===== src/rtl/multicycle_control.sv =====
// Multi-cycle main control unit for the LEGv8 datapath.
// Sequences each instruction through fetch/decode/execute/memory/writeback,
// drives alu_op and all datapath enables, and handshakes memory via req/ready.
module multicycle_control (
    input  logic        clk,
    input  logic        rst_n,
    input  logic [10:0] opcode,
    input  logic        zero,
    input  logic        mem_ready,
    output logic        mem_req,
    output logic        mem_we,
    output logic        ir_write,
    output logic        pc_write,
    output logic        pc_src,
    output logic        alu_src,
    output logic [1:0]  alu_op,
    output logic        reg2loc,
    output logic        reg_write,
    output logic        mem_to_reg,
    output logic        illegal,
    output logic [3:0]  state
);

    typedef enum logic [3:0] {
        StIdle   = 4'd0,
        StFetch  = 4'd1,
        StDecode = 4'd2,
        StExecR  = 4'd3,
        StExecI  = 4'd4,
        StAddr   = 4'd5,
        StMemRd  = 4'd6,
        StMemWr  = 4'd7,
        StWbAlu  = 4'd8,
        StWbMem  = 4'd9,
        StBranch = 4'd10
    } state_e;

    // Instruction class, latched when leaving DECODE so later opcode changes are ignored.
    typedef enum logic [2:0] {
        ClsR   = 3'd0,
        ClsI   = 3'd1,
        ClsLd  = 3'd2,
        ClsSt  = 3'd3,
        ClsCbz = 3'd4,
        ClsB   = 3'd5,
        ClsBad = 3'd6
    } cls_e;

    state_e      r_state;
    cls_e        r_cls;
    logic        r_run;
    logic        r_mem_req;
    logic        r_mem_we;
    logic        r_pc_src;
    logic        r_alu_src;
    logic [1:0]  r_alu_op;
    logic        r_reg2loc;
    logic        r_reg_write;
    logic        r_mem_to_reg;

    state_e      w_state_nxt;
    cls_e        w_cls_nxt;
    cls_e        w_dec_cls;

    // Opcode classification; only consumed while in DECODE.
    always_comb begin
        w_dec_cls = ClsBad;
        casez (opcode)
            11'b10001011000,
            11'b11001011000,
            11'b10001010000,
            11'b10101010000: w_dec_cls = ClsR;
            11'b1001000100?: w_dec_cls = ClsI;
            11'b11111000010: w_dec_cls = ClsLd;
            11'b11111000000: w_dec_cls = ClsSt;
            11'b10110100???: w_dec_cls = ClsCbz;
            11'b000101?????: w_dec_cls = ClsB;
            default:         w_dec_cls = ClsBad;
        endcase
    end

    // Next-state and next-class selection.
    always_comb begin
        w_state_nxt = r_state;
        w_cls_nxt   = r_cls;
        case (r_state)
            // First edge after reset release only arms r_run; the second enters FETCH.
            StIdle:   if (r_run) w_state_nxt = StFetch;
            StFetch:  if (mem_ready) w_state_nxt = StDecode;
            StDecode: begin
                w_cls_nxt = w_dec_cls;
                case (w_dec_cls)
                    ClsR:          w_state_nxt = StExecR;
                    ClsI:          w_state_nxt = StExecI;
                    ClsLd, ClsSt:  w_state_nxt = StAddr;
                    ClsCbz, ClsB:  w_state_nxt = StBranch;
                    default:       w_state_nxt = StFetch;
                endcase
            end
            StExecR,
            StExecI:  w_state_nxt = StWbAlu;
            StAddr:   w_state_nxt = (r_cls == ClsSt) ? StMemWr : StMemRd;
            StMemRd:  if (mem_ready) w_state_nxt = StWbMem;
            StMemWr:  if (mem_ready) w_state_nxt = StFetch;
            StWbAlu,
            StWbMem,
            StBranch: w_state_nxt = StFetch;
            default:  w_state_nxt = StIdle;
        endcase
    end

    // State, latched class and Moore outputs registered from the next state.
    always_ff @(posedge clk or negedge rst_n) begin
        if (!rst_n) begin
            r_state      <= StIdle;
            r_cls        <= ClsBad;
            r_run        <= 1'b0;
            r_mem_req    <= 1'b0;
            r_mem_we     <= 1'b0;
            r_pc_src     <= 1'b0;
            r_alu_src    <= 1'b0;
            r_alu_op     <= 2'b00;
            r_reg2loc    <= 1'b0;
            r_reg_write  <= 1'b0;
            r_mem_to_reg <= 1'b0;
        end else begin
            r_run        <= 1'b1;
            r_state      <= w_state_nxt;
            r_cls        <= w_cls_nxt;
            r_mem_req    <= (w_state_nxt inside {StFetch, StMemRd, StMemWr});
            r_mem_we     <= (w_state_nxt == StMemWr);
            r_pc_src     <= (w_state_nxt == StBranch);
            r_alu_src    <= (w_state_nxt inside {StExecI, StAddr});
            r_reg2loc    <= (w_state_nxt == StMemWr) ||
                            ((w_state_nxt == StAddr) && (w_cls_nxt == ClsSt)) ||
                            ((w_state_nxt == StBranch) && (w_cls_nxt == ClsCbz));
            r_reg_write  <= (w_state_nxt inside {StWbAlu, StWbMem});
            r_mem_to_reg <= (w_state_nxt == StWbMem);
            // alu_op follows the class for the whole instruction body, 00 through fetch/decode.
            if (w_state_nxt inside {StIdle, StFetch, StDecode}) begin
                r_alu_op <= 2'b00;
            end else if (w_cls_nxt == ClsR) begin
                r_alu_op <= 2'b10;
            end else if (w_cls_nxt == ClsCbz) begin
                r_alu_op <= 2'b01;
            end else begin
                r_alu_op <= 2'b00;
            end
        end
    end

    // Input-qualified strobes: fetch completion, taken branch, undecodable opcode.
    assign ir_write   = (r_state == StFetch) && mem_ready;
    assign pc_write   = ir_write ||
                        ((r_state == StBranch) && ((r_cls == ClsB) || zero));
    assign illegal    = (r_state == StDecode) && (w_dec_cls == ClsBad);

    assign mem_req    = r_mem_req;
    assign mem_we     = r_mem_we;
    assign pc_src     = r_pc_src;
    assign alu_src    = r_alu_src;
    assign alu_op     = r_alu_op;
    assign reg2loc    = r_reg2loc;
    assign reg_write  = r_reg_write;
    assign mem_to_reg = r_mem_to_reg;
    assign state      = r_state;

endmodule


===== config.mk =====
export PLATFORM = sky130hd
export DESIGN_NAME = multicycle_control
export DESIGN_NICKNAME = d
export VERILOG_FILES = /design/src/rtl/multicycle_control.sv
export SDC_FILE = /design/constraint.sdc
export NUM_CORES = 1
export LEC_CHECK = 0
export BUFFER_PORTS_ARGS = -buffer_cell sky130_fd_sc_hd__buf_4
export CORE_MARGIN = 5
export CORE_UTILIZATION = 45
export DETAILED_ROUTE_END_ITERATION = 8
export GPL_TIMING_DRIVEN = 0
export PLACE_DENSITY = 0.7
export SYNTH_ARGS = -nofsm -noshare
export SYNTH_HDL_FRONTEND = slang
export SYNTH_SLANG_ARGS = --single-unit

===== constraint.sdc =====
create_clock -name clk -period 7.15 [get_ports clk]
set_input_delay 1.43 -clock clk [delete_from_list [all_inputs] [get_ports clk]]
set_output_delay 1.43 -clock clk [all_outputs]
set_load 0.05 [all_outputs]

==> run_results.csv <==
group,metric,value,unit
status,outcome,"finished, final reports clean",
logic_synthesis,synth-compound-area-share,18.1,%
detailed_routing,drc,0,
sta,period_needed,4.78,ns
logic_synthesis,synth_fa_ha_area_share,3.31,%
cts,ctsResizeCount,0,
logic_synthesis,synth_common_cells,"dfrtp_1 (15), nor2_1 (12), inv_1 (10), nand2_1 (7)",
detailed_routing,wirelength,2.39,mm
critical_path,cp_num_buf_inv,3,
cells_and_area,largest_reg_flops,4,
detailed_routing,drt_iter0_markers,13,
critical_path,cp_slowest_cell,"or4bb_1",
logic_synthesis,ys.flop_type,"dfrtp_1",
cts,cts_tree,"built",
logic_synthesis,post-synth-top-count-cell,"dfrtp_1",
cts,cts_max_level,1,
floorplan,die-area,3620,um2
detailed_routing,post_drt_wl_per_cell,12.8,um
critical_path,startpoint_type,"primary input",
cts,clk_latency,0.29,ns
cells_and_area,postLayoutCoreUtil,58.5,%
logic_synthesis,ys_seq_area_share,37.7,%
global_route,antenna_found_initial,0,
cts,path_clk_slew,0.10,ns
detailed_routing,ant_nets,0,
detailed_routing,routed_via_density,5.40,
sta,fmax,209,MHz
logic_synthesis,netlist-cell-type-count,47,
logic_synthesis,synth-xor-area-share,0,%
sta,skew,0.00556,ns
detailed_routing,vias,1005,
logic_synthesis,synth_edf_count,0,
logic_synthesis,synthMuxAreaShare,2.65,%
sta,period_share,66.9,%
logic_synthesis,synth_top_area_share,33.1,%
critical_path,worstSetupEndpointType,"primary output",
power,switching_power,223,uW
floorplan,die_h,60.2,um
logic_synthesis,synthCells,122,
sta,relSlewSlack,63.2,%
global_route,grt_pass1_wl,4.27,mm
cts,cts_buffers,3,
cells_and_area,final_cells,186,
cells_and_area,nNetsFinal,175,
cells_and_area,fillers,226,
cells_and_area,n_antenna_cell,0,
placed_design,routabilityCongestion,0.901,
sta,setup_viol,0,
placed_design,dp.cells,182,
floorplan,dieWidth,60.2,um
hold_path,hold_depth,2,
floorplan,io_pins,31,
cts,postCtsSetupRepairBufs,0,
sta,grt_setup_unrepaired,"no",
cells_and_area,final_layout_size_suffix_gt1_share,30.1,%
critical_path,cpMostUsedCell,"buf_4",
cts,cts-root-buf,"clkbuf_4",
placed_design,numPortBuffers,30,
hold_path,hp-class,"register to register",
critical_path,cp_cell_sequence,"buf_4 -> or4bb_1 -> or3_1 -> ha_1 -> nand3b_4 -> nand2b_1 -> inv_1 -> buf_4",
global_route,grt-ovfl-total,0,
logic_synthesis,synthArstFlopShare,100,%
power,clockPowerShare,10.9,%
critical_path,cp_max_fo,5,
global_route,globalRouteTotalUtil,15.1,%
global_route,grt_max_degree,18,
logic_synthesis,synth_area,1130,um2
logic_synthesis,post-synth-top-area-cell,"dfrtp_1",
logic_synthesis,synth-seq-cells,17,
logic_synthesis,synth_top_family_by_area,"simple AND/OR/NAND/NOR gates",
critical_path,crit_family,"simple AND/OR/NAND/NOR gates",
floorplan,core,2430,um2
critical_path,path_class,"primary input to primary output",
logic_synthesis,synth_nets,140,
sta,slew_violations,0,
critical_path,critPathMaxStageDelay,0.54,ns
hold_path,hp-start,"r_cls[1]",
detailed_routing,drtPass1Iterations,4,
sta,hold_viol,0,
cts,clock_sinks,17,
critical_path,required,5.72,ns
cts,cts.path.max_buffers,2,
hold_path,min_to,"r_cls[1]",
logic_synthesis,synth_area_leaders,"dfrtp_1 (33%), dfstp_2 (4.6%), nor2_1 (4.0%), ha_1 (3.3%), inv_1 (3.3%)",
flow_run,drv_cap,0,
critical_path,regToRegSetupSlack,4.89,ns
floorplan,initial_core_util,46.6,%
cells_and_area,area_growth,25.6,%
power,switching_share,48.9,%
floorplan,rows,18,
global_route,grt_pass1_vias,1015,
critical_path,r2r_cells,7,
critical_path,r2r-start,"state[1]",
placed_design,place_hpwl,2.03,mm
power,p_per_area,320,nW/um2
logic_synthesis,synth-simple-area-share,33.6,%
cts,ctsHoldBuffers,0,
power,pwr-share-comb,57.4,%
logic_synthesis,synth_area_per_cell,9.29,um2
logic_synthesis,yosys_warnings,0,
power,p_int,233,uW
power,ir_drop,0.243,mV
sta,fin_tns_setup,0,ns
critical_path,arrival,3.35,ns
sta,worst_pin_slew,0.544,ns
critical_path,rr_endpoint,"reg2loc",
sta,timing.hold.ws,0.629,ns
cells_and_area,regArea,428,um2
power,finalPower,456,uW
power,p_leak,0.677,nW
cells_and_area,multi_input_area,657,um2
power,seqPwrFrac,31.8,%
## area by class of cell
class | count | share of cell area (%)
Tap cell | 30 | 2.64
Sequential cell | 17 | 30.1
Clock inverter | 1 | 0.351
Multi-Input combinational cell | 92 | 46.1
Clock buffer | 3 | 1.58
Timing Repair Buffer | 30 | 15.8
Inverter | 11 | 2.90
Buffer | 2 | 0.527
## routing by layer
| metal | routed length [um] | vias to the layer above | global-route usage (%) | part of all wire (%) |
|---|---|---|---|---|
| li1 | - | 508 | - | - |
| met1 | 1040 | 462 | 19.1 | 43 |
| met2 | 1190 | 35 | 26.4 | 50 |
| met3 | 163 | 0 | 3.89 | 6.8 |
| met4 | 0 | 0 | 1.90 | 0 |
| met5 | 0 | - | 0 | 0 |
## layout by cell type (no fill, tap or decap), types with 2 or more instances in the layout
cell | Yosys | final
nor3_1 | 2 | 2
nand2b_1 | 6 | 6
ha_1 | 3 | 3
o21ai_0 | 5 | 5
or2_2 | 2 | 2
nor2_1 | 12 | 12
nor2b_1 | 3 | 3
mux2i_1 | 3 | 3
clkbuf_1 | 2 | 2
dfstp_2 | 2 | 2
buf_4 | 0 | 30
o32ai_1 | 2 | 2
or3_1 | 2 | 2
nor4b_1 | 2 | 2
inv_1 | 10 | 10
a31oi_1 | 2 | 2
nand2_1 | 7 | 7
a211o_1 | 2 | 2
dfrtp_1 | 15 | 15
a211oi_1 | 3 | 3
a21oi_1 | 6 | 6
and2_1 | 3 | 3
nor4_1 | 2 | 2
clkbuf_4 | 0 | 3
nand3b_1 | 2 | 2
## worst max-delay path by stage
stage / from / end / cells after the start
floorplan: opcode[0] / illegal / 6
global placement: opcode[5] / illegal / 8
detailed placement: opcode[5] / illegal / 8
CTS: opcode[5] / illegal / 8
global route: opcode[6] / illegal / 10
finish: opcode[5] / illegal / 8
## cell families after synthesis
family | Yosys count
flip-flops | 17
adder cells (fa/ha/maj) | 3
buffers and inverters | 13
other | 1
multiplexers | 3
AO/OA/AOI/OAI | 28
AND/OR/NAND/NOR | 57
## through the flow
stage	worst slack, ns	area (um2)
6_report	2.37	1420
3_5_place_dp	2.38	1400
4_1_cts	2.37	1420
5_1_grt	2.08	1420
3_3_place_gp	2.40	1400
2_1_floorplan	2.63	1130
## worst reg2reg max path, cell delays in order, from the launching register on
cell      delay (ns)
dfrtp_1         0.35
clkbuf_1        0.29
and3_1          0.21
clkbuf_1        0.31
mux2i_1         0.28
inv_1           0.11
or3_1           0.42
o31ai_2         0.22
## power by group through the flow
stage               Clock [mW]  Sequential (mW)  Combinational, mW
CTS                     0.0507            0.145              0.263
floorplan                    0            0.195              0.140
finish                  0.0494            0.145              0.261
detailed placement           0            0.147              0.262
global route            0.0561            0.148              0.283
global placement             0            0.146              0.260
Note: power is estimated with default switching activity, not from simulation.
